### src/rtl/sram_arbiter_pkg.sv
// rtl/sram_arbiter_pkg.sv - shared types and helpers for the fetch/data SRAM arbiter
package sram_arbiter_pkg;

  typedef enum logic [1:0] {
    OWN_NONE = 2'd0,
    OWN_I    = 2'd1,
    OWN_D    = 2'd2
  } owner_e;

  // Counter width for a saturating streak of 0..max; never narrower than one bit.
  function automatic int streak_w(input int max);
    return (max < 1) ? 1 : $clog2(max + 1);
  endfunction

endpackage

### src/rtl/sram_arbiter_streak_ctr.sv
// rtl/sram_arbiter_streak_ctr.sv - saturating streak counter with clear/inc/hold
module sram_arbiter_streak_ctr
  import sram_arbiter_pkg::*;
#(
  parameter int MAX = 4
) (
  input  logic clk,
  input  logic reset,
  input  logic i_clr,
  input  logic i_inc,
  output logic o_at_max
);

  localparam int            W     = streak_w(MAX);
  localparam logic [W-1:0]  MAX_V = W'(MAX);

  logic [W-1:0] r_count;

  // Clear wins over increment; increment stops at MAX so the count never wraps.
  always_ff @(posedge clk) begin
    if (reset || i_clr) begin
      r_count <= '0;
    end else if (i_inc && (r_count != MAX_V)) begin
      r_count <= r_count + 1'b1;
    end
  end

  assign o_at_max = (MAX != 0) && (r_count == MAX_V);

endmodule

### src/rtl/sram_arbiter.sv
// rtl/sram_arbiter.sv - shares one single-port SRAM between the fetch and data ports
module sram_arbiter
  import sram_arbiter_pkg::*;
#(
  parameter int AW          = 32,
  parameter int DW          = 32,
  parameter int D_BURST_MAX = 4
) (
  input  logic          clk,
  input  logic          reset,
  input  logic          i_req,
  input  logic [AW-1:0] i_addr,
  output logic          i_gnt,
  output logic [DW-1:0] i_rdata,
  output logic          i_rvalid,
  input  logic          d_req,
  input  logic          d_we,
  input  logic [AW-1:0] d_addr,
  input  logic [DW-1:0] d_wdata,
  output logic          d_gnt,
  output logic [DW-1:0] d_rdata,
  output logic          d_rvalid,
  output logic          m_en,
  output logic          m_we,
  output logic [AW-1:0] m_addr,
  output logic [DW-1:0] m_wdata,
  input  logic [DW-1:0] m_rdata
);

  logic   w_at_max;
  logic   w_i_gnt;
  logic   w_d_gnt;
  owner_e r_owner;

  // Data wins unless fetch has been starved for D_BURST_MAX data grants in a row.
  always_comb begin
    w_d_gnt = !reset && d_req && !(w_at_max && i_req);
    w_i_gnt = !reset && i_req && !w_d_gnt;
  end

  sram_arbiter_streak_ctr #(
    .MAX      (D_BURST_MAX)
  ) u_streak (
    .clk      (clk),
    .reset    (reset),
    .i_clr    (w_i_gnt || !i_req),
    .i_inc    (w_d_gnt && i_req),
    .o_at_max (w_at_max)
  );

  always_ff @(posedge clk) begin
    if (reset) begin
      r_owner <= OWN_NONE;
    end else if (w_i_gnt) begin
      r_owner <= OWN_I;
    end else if (w_d_gnt && !d_we) begin
      r_owner <= OWN_D;
    end else begin
      r_owner <= OWN_NONE;
    end
  end

  assign i_gnt    = w_i_gnt;
  assign d_gnt    = w_d_gnt;
  assign m_en     = w_i_gnt || w_d_gnt;
  assign m_we     = w_d_gnt && d_we;
  assign m_addr   = w_i_gnt ? i_addr : d_addr;
  assign m_wdata  = d_wdata;
  assign i_rdata  = m_rdata;
  assign d_rdata  = m_rdata;
  // A reset landing on the response cycle discards that response.
  assign i_rvalid = (r_owner == OWN_I) && !reset;
  assign d_rvalid = (r_owner == OWN_D) && !reset;

endmodule

### config.mk
export PLATFORM = sky130hd
export DESIGN_NAME = sram_arbiter
export DESIGN_NICKNAME = d
export VERILOG_FILES = /design/src/rtl/sram_arbiter_pkg.sv /design/src/rtl/sram_arbiter_streak_ctr.sv /design/src/rtl/sram_arbiter.sv
export SDC_FILE = /design/constraint.sdc
export NUM_CORES = 1
export LEC_CHECK = 0
export ABC_AREA = 1
export ABC_CLOCK_PERIOD_IN_PS = 1400
export BUFFER_PORTS_ARGS = -buffer_cell sky130_fd_sc_hd__buf_2
export CORE_AREA = 5 5 99 101
export CTS_CLUSTER_SIZE = 8
export DETAILED_ROUTE_END_ITERATION = 8
export DIE_AREA = 0 0 104 106
export GPL_TIMING_DRIVEN = 0
export PLACE_DENSITY_LB_ADDON = 0.25
export SLEW_MARGIN = 10
export SYNTH_ARGS = -nofsm -noshare
export SYNTH_HDL_FRONTEND = slang
export SYNTH_SLANG_ARGS = --single-unit
### constraint.sdc
create_clock -name clk -period 1.4 [get_ports clk]
set_clock_uncertainty 0.1 [all_clocks]
set_input_delay 0.07 -clock clk [delete_from_list [all_inputs] [get_ports clk]]
set_output_delay 0.07 -clock clk [all_outputs]
set_load 0.01 [all_outputs]
**Word-level counts from Yosys, hierarchy flattened**

Cells that the tools add are included.

- Register bits after elaboration: 5
- Input port bits: 133
- Word-level logic and storage cells: 31

- $add $sub $neg: 1
- Eq/ne operators: 4
- Multiplexer cells: 3
- Reductions and logical operators: 20

Operators by type and width:

| operator | number |
|---|---|
| $mux W32 | 1 |
| $logic_and A1 B1 Y1 | 11 |
| $logic_not A1 Y1 | 5 |
| $add A3 B1 Y3 const B | 1 |
| $eq A3 B3 Y1 const B | 1 |
| $logic_or A1 B1 Y1 | 3 |
| $ne A3 B3 Y1 const B | 1 |
| $eq A2 B1 Y1 const B | 1 |
| $eq A2 B2 Y1 const B | 1 |
| $mux W2 | 1 |
| $reduce_or A2 Y1 | 1 |
| $mux W1 | 1 |

**Depth between registers and ports, before layout**

Gate-level depths: netlist of the first run.

- Depth in word-level cells: 8
- Mapped depth: 8
- Depth with buffers taken out: 7

**Modules after synthesis**

Synthesis of the first run repeated with hierarchy kept, for this count alone.

- Cells, all modules: 250
- Area total of the unflattened synthesis: 1520.2 um^2

Modules (own cells, without submodules):

| module | instances | cells each | area an instance (um^2) |
|---|---|---|---|
| sram_arbiter | 1 | 223 | 1345.0 |
| sram_arbiter_streak_ctr | 1 | 27 | 175.2 |

**Least setup slack after synthesis of the first run**

Ideal clock, no wire load.

- Kind: flip-flop to output port
- From: register u_streak.r_count[0]
- To: output m_addr[23]
- Data arrival time: 1.116 ns
- Setup slack: 0.114 ns
- Stages on the path, launching flop included: 9
- Path buffers: 1
- Cells stage by stage: dfxtp_1 -> inv_1 -> ha_1 -> nand3_1 -> nand2_4 -> nand2_4 -> buf_6 -> nand2_1 -> nand2_1

- Cells in the longest elaborated chain, start to end: 7

RTL lines:

| item | RTL line | text |
|---|---|---|
| start: declaration | sram_arbiter_streak_ctr.sv:17 | `logic [W-1:0] r_count;` |
| start signal: assignment | sram_arbiter_streak_ctr.sv:24 | `r_count <= r_count + 1'b1;` |
| $eq A3 B3 Y1 | sram_arbiter_streak_ctr.sv:28 | `assign o_at_max = (MAX != 0) && (r_count == MAX_V);` |
| $logic_and A1 B1 Y1 | sram_arbiter.sv:37 | `w_d_gnt = !reset && d_req && !(w_at_max && i_req);` |
| $logic_not A1 Y1 | sram_arbiter.sv:37 |  |
| $logic_and A1 B1 Y1 | sram_arbiter.sv:37 |  |
| $logic_not A1 Y1 | sram_arbiter.sv:38 | `w_i_gnt = !reset && i_req && !w_d_gnt;` |
| $logic_and A1 B1 Y1 | sram_arbiter.sv:38 |  |
| $mux W32 | sram_arbiter.sv:67 | `assign m_addr = w_i_gnt ? i_addr : d_addr;` |
| end: declaration | sram_arbiter.sv:25 | `output logic [AW-1:0] m_addr,` |

Every way passes these cells.

**Worst setup path after layout of the first run**

- From: register u_streak.r_count[0]
- To: output m_addr[4]

The elaborated chain is that of the path after synthesis.

==> results of run 1 <==
[report_power, final]
| part | total (uW) | internal (uW) | switching, uW |
|---|---|---|---|
| Sequential | 150 | 148 | 2.20 |
| Clock | 267 | 196 | 71.8 |
| Combinational | 865 | 486 | 379 |
[layout make-up]
class | count | area (um2)
Fill cell | 1017 | 6100
Buffer | 105 | 811
Tap cell | 111 | 139
Clock buffer | 4 | 45.0
Timing Repair Buffer | 209 | 1100
Sequential cell | 5 | 103
Inverter | 10 | 37.5
Multi-Input combinational cell | 114 | 594
[registers in the layout (all words and copies together), names as in the netlist]
register	cells
r_owner	2
u_streak.r_count	3
[worst max path at each step]
stage / start / endpoint / cells after the start
after floorplan: u_streak.r_count[0]$_SDFFE_PP0P_ / m_addr[23] / 8
after global placement: u_streak.r_count[0]$_SDFFE_PP0P_ / m_addr[21] / 9
after detailed placement: u_streak.r_count[0]$_SDFFE_PP0P_ / m_addr[4] / 9
after CTS: u_streak.r_count[0]$_SDFFE_PP0P_ / m_addr[4] / 9
after global routing: u_streak.r_count[0]$_SDFFE_PP0P_ / m_addr[9] / 9
final: u_streak.r_count[0]$_SDFFE_PP0P_ / m_addr[4] / 9
[layout by cell type (no fill, tap or decap), types with 4 or more instances in the layout]
cell / n
inv_2: 4
buf_6: 11
buf_2: 200
buf_4: 100
nand2_2: 10
nand2_1: 55
nand3_1: 32
inv_1: 6
nor2_1: 6
[stage by stage]
step | setup TNS [ps] | cells | total power [uW] | hold WS, ps
global placement | -3260 | 547 | 966 | 148
CTS | -7040 | 558 | 1280 | 66.0
detailed placement | -3950 | 547 | 972 | 145
floorplan | 0 | 234 | 623 | 42.4
finish | -6440 | 558 | 1280 | 67.1
global route | -9300 | 558 | 1390 | 81.7
[worst register-to-register path, cell delays in order, from the launching register on]
cell     delay, ps
dfxtp_2        330
inv_2           50
ha_4           160
nand3_4         90
nand2_8        100
nand2_8        120
buf_6          130
buf_6           90
inv_2           20
[cell usage after synthesis]
cell     instances
buf_2            3
nand2_4          2
nand3_1         33
ha_1             2
a21oi_1          1
nor2_2           1
inv_1           10
nand2_1         66
xnor2_1          1
nor2_1           6
buf_4           99
nor3_1           1
buf_6            3
dfxtp_1          5
nor2_4           1
[routing by layer]
layer,vias to the layer above,track usage (%),part of all wire [%]
li1,1051,-,-
met1,865,8.98,30
met2,138,19.9,57
met3,2,3.34,13
met4,0,1.39,0.32
met5,-,0,0
[what timing repair did]
| item | CTS | global route |
|---|---|---|
| hold endpoints to repair | 1 | 0 |
| pin swaps | 2 | 1 |
| hold buffers | 1 | 0 |
| gates resized for setup | 20 | 17 |
| setup endpoints to repair | 35 | 35 |
| gates cloned | 1 | 0 |
| setup buffers | 5 | 1 |
[logic make-up (layout without fill, tap and decap cells)]
group | after synthesis | in the layout | share of synthesized area [%]
flip-flops | 5 | 5 | 6.91
AND/OR/NAND/NOR | 110 | 110 | 33.2
buffers and inverters | 115 | 328 | 57.3
adder cells (fa/ha/maj) | 2 | 2 | 1.73
AO/OA/AOI/OAI | 1 | 1 | 0.345
XOR/XNOR | 1 | 1 | 0.605
==> out/metrics.yaml, run 1 <==
drt:
  dr.pass1.iters: 4
  drt_iter0_markers: 22
  drc: 0
  wl_per_cell_um: 10.8
  ant_nets: 0
  viasPerCell: 3.68
  routed-via-count: 2056
  wl_mm: 6.02
setup_path:
  r2r-start: "u_streak.r_count[0]$_SDFFE_PP0P_"
  crit_family: "simple AND/OR/NAND/NOR gates"
  start_kind: "flop"
  reg2regPathDepth: 8
  cpPeakStageDelay_ps: 320
  crit_path_top_delay_cell: "dfxtp_2"
  crit_path_max_fanout: 10
  path_buf_inv: 3
  cp-end-kind: "output pin"
  arrival_ps: 1450
  crit_chain: "inv_2, ha_4, nand3_4, nand2_8, nand2_8, buf_8, nand2_1, nand2_1, buf_2"
  worstSetupPathType: "flop to output pin"
  r2r_setup_slack_ps: 110
  r2r-end: "r_owner[0]$_SDFF_PP0_"
  worstPathRequired_ps: 1230
global_routing:
  grt_pass1_wl_mm: 9.17
  grt_pass1_vias: 2107
  grt_max_degree: 11
  overflow: 0
  antenna_found_initial: 0
  grtUsageTotal_pct: 9.58
die:
  design.core.area_um2: 8930
  die_h_um: 106
  io_pins: 267
  start_util_pct: 16.2
  die-width_um: 104
  die-area_um2: 11000
  rows: 35
timing:
  worst_slack_ps: -217
  tightest_slew_ps: 233
  setup_viol: 34
  slew_headroom_pct: 84.4
  hold_violations: 0
  slew_violations: 0
  fin_crit_sh_pct: 115
  max_freq_ghz: 0.619
  rsz0062_at_grt: "true"
  min_period_ps: 1620
cts:
  cts_tree: "built"
  clock_latency_ps: 220
  max-clock-path-buffers: 2
  path_clk_slew_ps: 30
  clock-root-buffer: "clkbuf_8"
  cts_max_level: 1
  cts_sinks: 5
  cts_made_buffers: 3
synthesis:
  syn_area_per_cell_um2: 6.19
  yosysTopAreaCell: "buf_4"
  synth_cells: 234
  seq_area_frac_synth_pct: 6.91
  yosysTopAreaCellShare_pct: 51.3
  ys_types: 15
  synth_nets: 369
  ys_ff_latch: 5
  syn_area_um2: 1450
  ys.warnings.count: 0
  synth.area.top_cells: "buf_4 51%, nand2_1 17%, nand3_1 11%"
place:
  dp_slack_ps: -164
  place_congestion: 0.668
  post-dp-hpwl_mm: 5.33
  placed_cell_area_um2: 2600
  port_buffers: 202
layout:
  area_delta_synth_final_pct: 95.6
  postLayoutCoreUtil_pct: 31.7
  final_nets: 583
  num_antenna_cells: 0
  design_area_um2: 2830
  layout-drive-gt1-share_pct: 75.8
run:
  max_cap_violations: 0
worst_hold_path:
  hold_end: "u_streak.r_count[0]$_SDFFE_PP0P_"
  hold_depth: 3
  worstHoldPathType: "input pin to flop"
  hp-start: "i_req"
power:
  power_density_nw_per_um2: 453
  leakage_uw: 0.00180
  ir_drop_mv: 0.190
run_status:
  violations: "setup timing"
  status: "finished with violations"
No activity file was read; power rests on OpenSTA's default activity.
==> inputs of run 2 (changes only) <==
RECOVER_POWER = 25   (was default)
==> run 2 against run 1 <==
  * The run still ends with setup timing left
  * Total power shrank 0.71%
  * Core utilization shrank 0.36 points
  * Non-clock buffer count is the same
  * Cell count is the same
  * Critical endpoint unchanged
  * Largest power group unchanged
  * Setup slack is the same
  * Wire length grew 0.33%
  * Flip-flop and latch count is the same
==> out/metrics.yaml, run 2 (synthesized netlist as in run 1, its figures left out) <==
run_status:
  status: "finished with violations"
  violations: "setup timing"
layout:
  nFillCells: 1030
  area_delta_synth_final_pct: 93.4
  largest_reg_flops: 3
  postLayoutCoreUtil_pct: 31.4
  final_cell_mix: "174 x buf_2, 100 x buf_4, 55 x nand2_1"
  layout-drive-gt1-share_pct: 70.0
  largest_register: "u_streak.r_count"
  final_nets: 583
  largestRegisters: "u_streak.r_count: 3 flops, r_owner: 2 flops"
  fin_cells: 558
  num_antenna_cells: 0
  final_common_cell: "buf_2"
timing:
  tns_ps: -6440
  hold_violations: 0
  slew_violations: 0
  rsz0062_at_grt: "true"
  max_freq_ghz: 0.619
  worst_slack_ps: -217
  setup_viol: 34
  hold_slack_ps: 67.1
  slew_headroom_pct: 84.4
  tightest_slew_ps: 233
  fin_crit_sh_pct: 115
  min_period_ps: 1620
power:
  ir_drop_mv: 0.190
  leakage_uw: 0.00173
  power_density_nw_per_um2: 455
  power_uw: 1270
place:
  post-dp-hpwl_mm: 5.33
  dp_cells: 547
  place_congestion: 0.668
  port_buffers: 202
global_routing:
  antenna_found_initial: 0
  grt_pass1_vias: 2107
  overflow: 0
  grt_pass1_wl_mm: 9.17
  grtUsageTotal_pct: 9.58
  grt_max_degree: 11
cts:
  clock_latency_ps: 220
  clock-root-buffer: "clkbuf_8"
  cts_made_buffers: 3
  cts_max_level: 1
  cts_tree: "built"
  max-clock-path-buffers: 2
  path_clk_slew_ps: 30
  cts_sinks: 5
setup_path:
  path_buf_inv: 3
  cp-end-kind: "output pin"
  r2r-start: "u_streak.r_count[0]$_SDFFE_PP0P_"
  crit_path_max_fanout: 10
  start_kind: "flop"
  arrival_ps: 1450
  crit_path_top_delay_cell: "dfxtp_2"
  r2r-end: "r_owner[0]$_SDFF_PP0_"
  worstSetupPathType: "flop to output pin"
  crit_family: "simple AND/OR/NAND/NOR gates"
  r2r_setup_slack_ps: 110
  cpPeakStageDelay_ps: 320
  reg2regPathDepth: 8
  crit_chain: "inv_2, ha_4, nand3_4, nand2_8, nand2_8, buf_8, nand2_1, nand2_1, buf_2"
  worstPathRequired_ps: 1230
drt:
  wl_mm: 6.04
  drt_iter0_markers: 36
  wl_per_cell_um: 10.8
  viasPerCell: 3.68
  routed-via-count: 2055
  drc: 0
  ant_nets: 0
  dr.pass1.iters: 4
die:
  io_pins: 267
  start_util_pct: 16.2
  design.core.area_um2: 8930
  die_h_um: 106
  die-width_um: 104
  rows: 35
  die-area_um2: 11000
run:
  max_cap_violations: 0
worst_hold_path:
  hold_end: "u_streak.r_count[0]$_SDFFE_PP0P_"
  hold_depth: 3
  worstHoldPathType: "input pin to flop"
  hp-start: "i_req"
-- run 2: changes by cell type in the layout (fill, tap and decap cells not counted) --
cell      delta
buf_2       -26
clkbuf_1    +26
-- run 2: how the worst max path moves through the flow --
stage / startpoint / to / depth (start not counted)
final: u_streak.r_count[0]$_SDFFE_PP0P_ / m_addr[4] / 9
after global routing: u_streak.r_count[0]$_SDFFE_PP0P_ / m_addr[9] / 9
after CTS: u_streak.r_count[0]$_SDFFE_PP0P_ / m_addr[4] / 9
after detailed placement: u_streak.r_count[0]$_SDFFE_PP0P_ / m_addr[4] / 9
after global placement: u_streak.r_count[0]$_SDFFE_PP0P_ / m_addr[21] / 9
after floorplan: u_streak.r_count[0]$_SDFFE_PP0P_ / m_addr[23] / 8
-- run 2: layout make-up --
class,instances,area (um2),area share (%)
tap,111,139,4.96
buffer,105,811,28.9
inverter,10,37.5,1.34
sequential,5,103,3.66
timing repair buffer,209,1070,38.3
clock buffer,4,45.0,1.61
multi-input combinational,114,594,21.2
-- run 2: where the power goes --
part	switching (uW)	leakage [uW]	internal, uW	total, uW
clock	71.8	0.0000228	196	267
sequential	2.20	0.0000417	148	150
combinational	381	0.00166	475	856
total	455	0.00173	819	1270
-- run 2: per-layer routing --
layer  GRT usage (%)  part of all wire [%]  vias to the layer above
met4            1.39                  0.31                        0
met1            8.98                    30                      864
met3            3.34                    13                        2
li1                -                     -                     1051
met5               0                     0                        -
met2            19.9                    57                      138
-- run 2: repair_timing --
| item | in CTS | in global routing |
|---|---|---|
| pin swaps | 2 | 1 |
| hold buffers | 1 | 0 |
| endpoints found under the hold margin | 1 | 0 |
| cloned | 1 | 0 |
| setup endpoints to repair | 35 | 35 |
| gates resized for setup | 20 | 17 |
| setup buffers | 5 | 1 |
-- run 2: worst register-to-register path, cell delays in order (launching register included) --
cell     delay (ps)
dfxtp_2         330
inv_2            50
ha_4            160
nand3_4          90
nand2_8         100
nand2_8         120
buf_6           130
buf_6            90
inv_2            20
-- run 2: through the flow --
stage                     worst slack (ps)  cell area (um2)
final                                 -217             2800
after global routing                  -314             2800
after CTS                             -229             2780
after detailed placement              -164             2600
after global placement                -135             2600
after floorplan                        114             1450
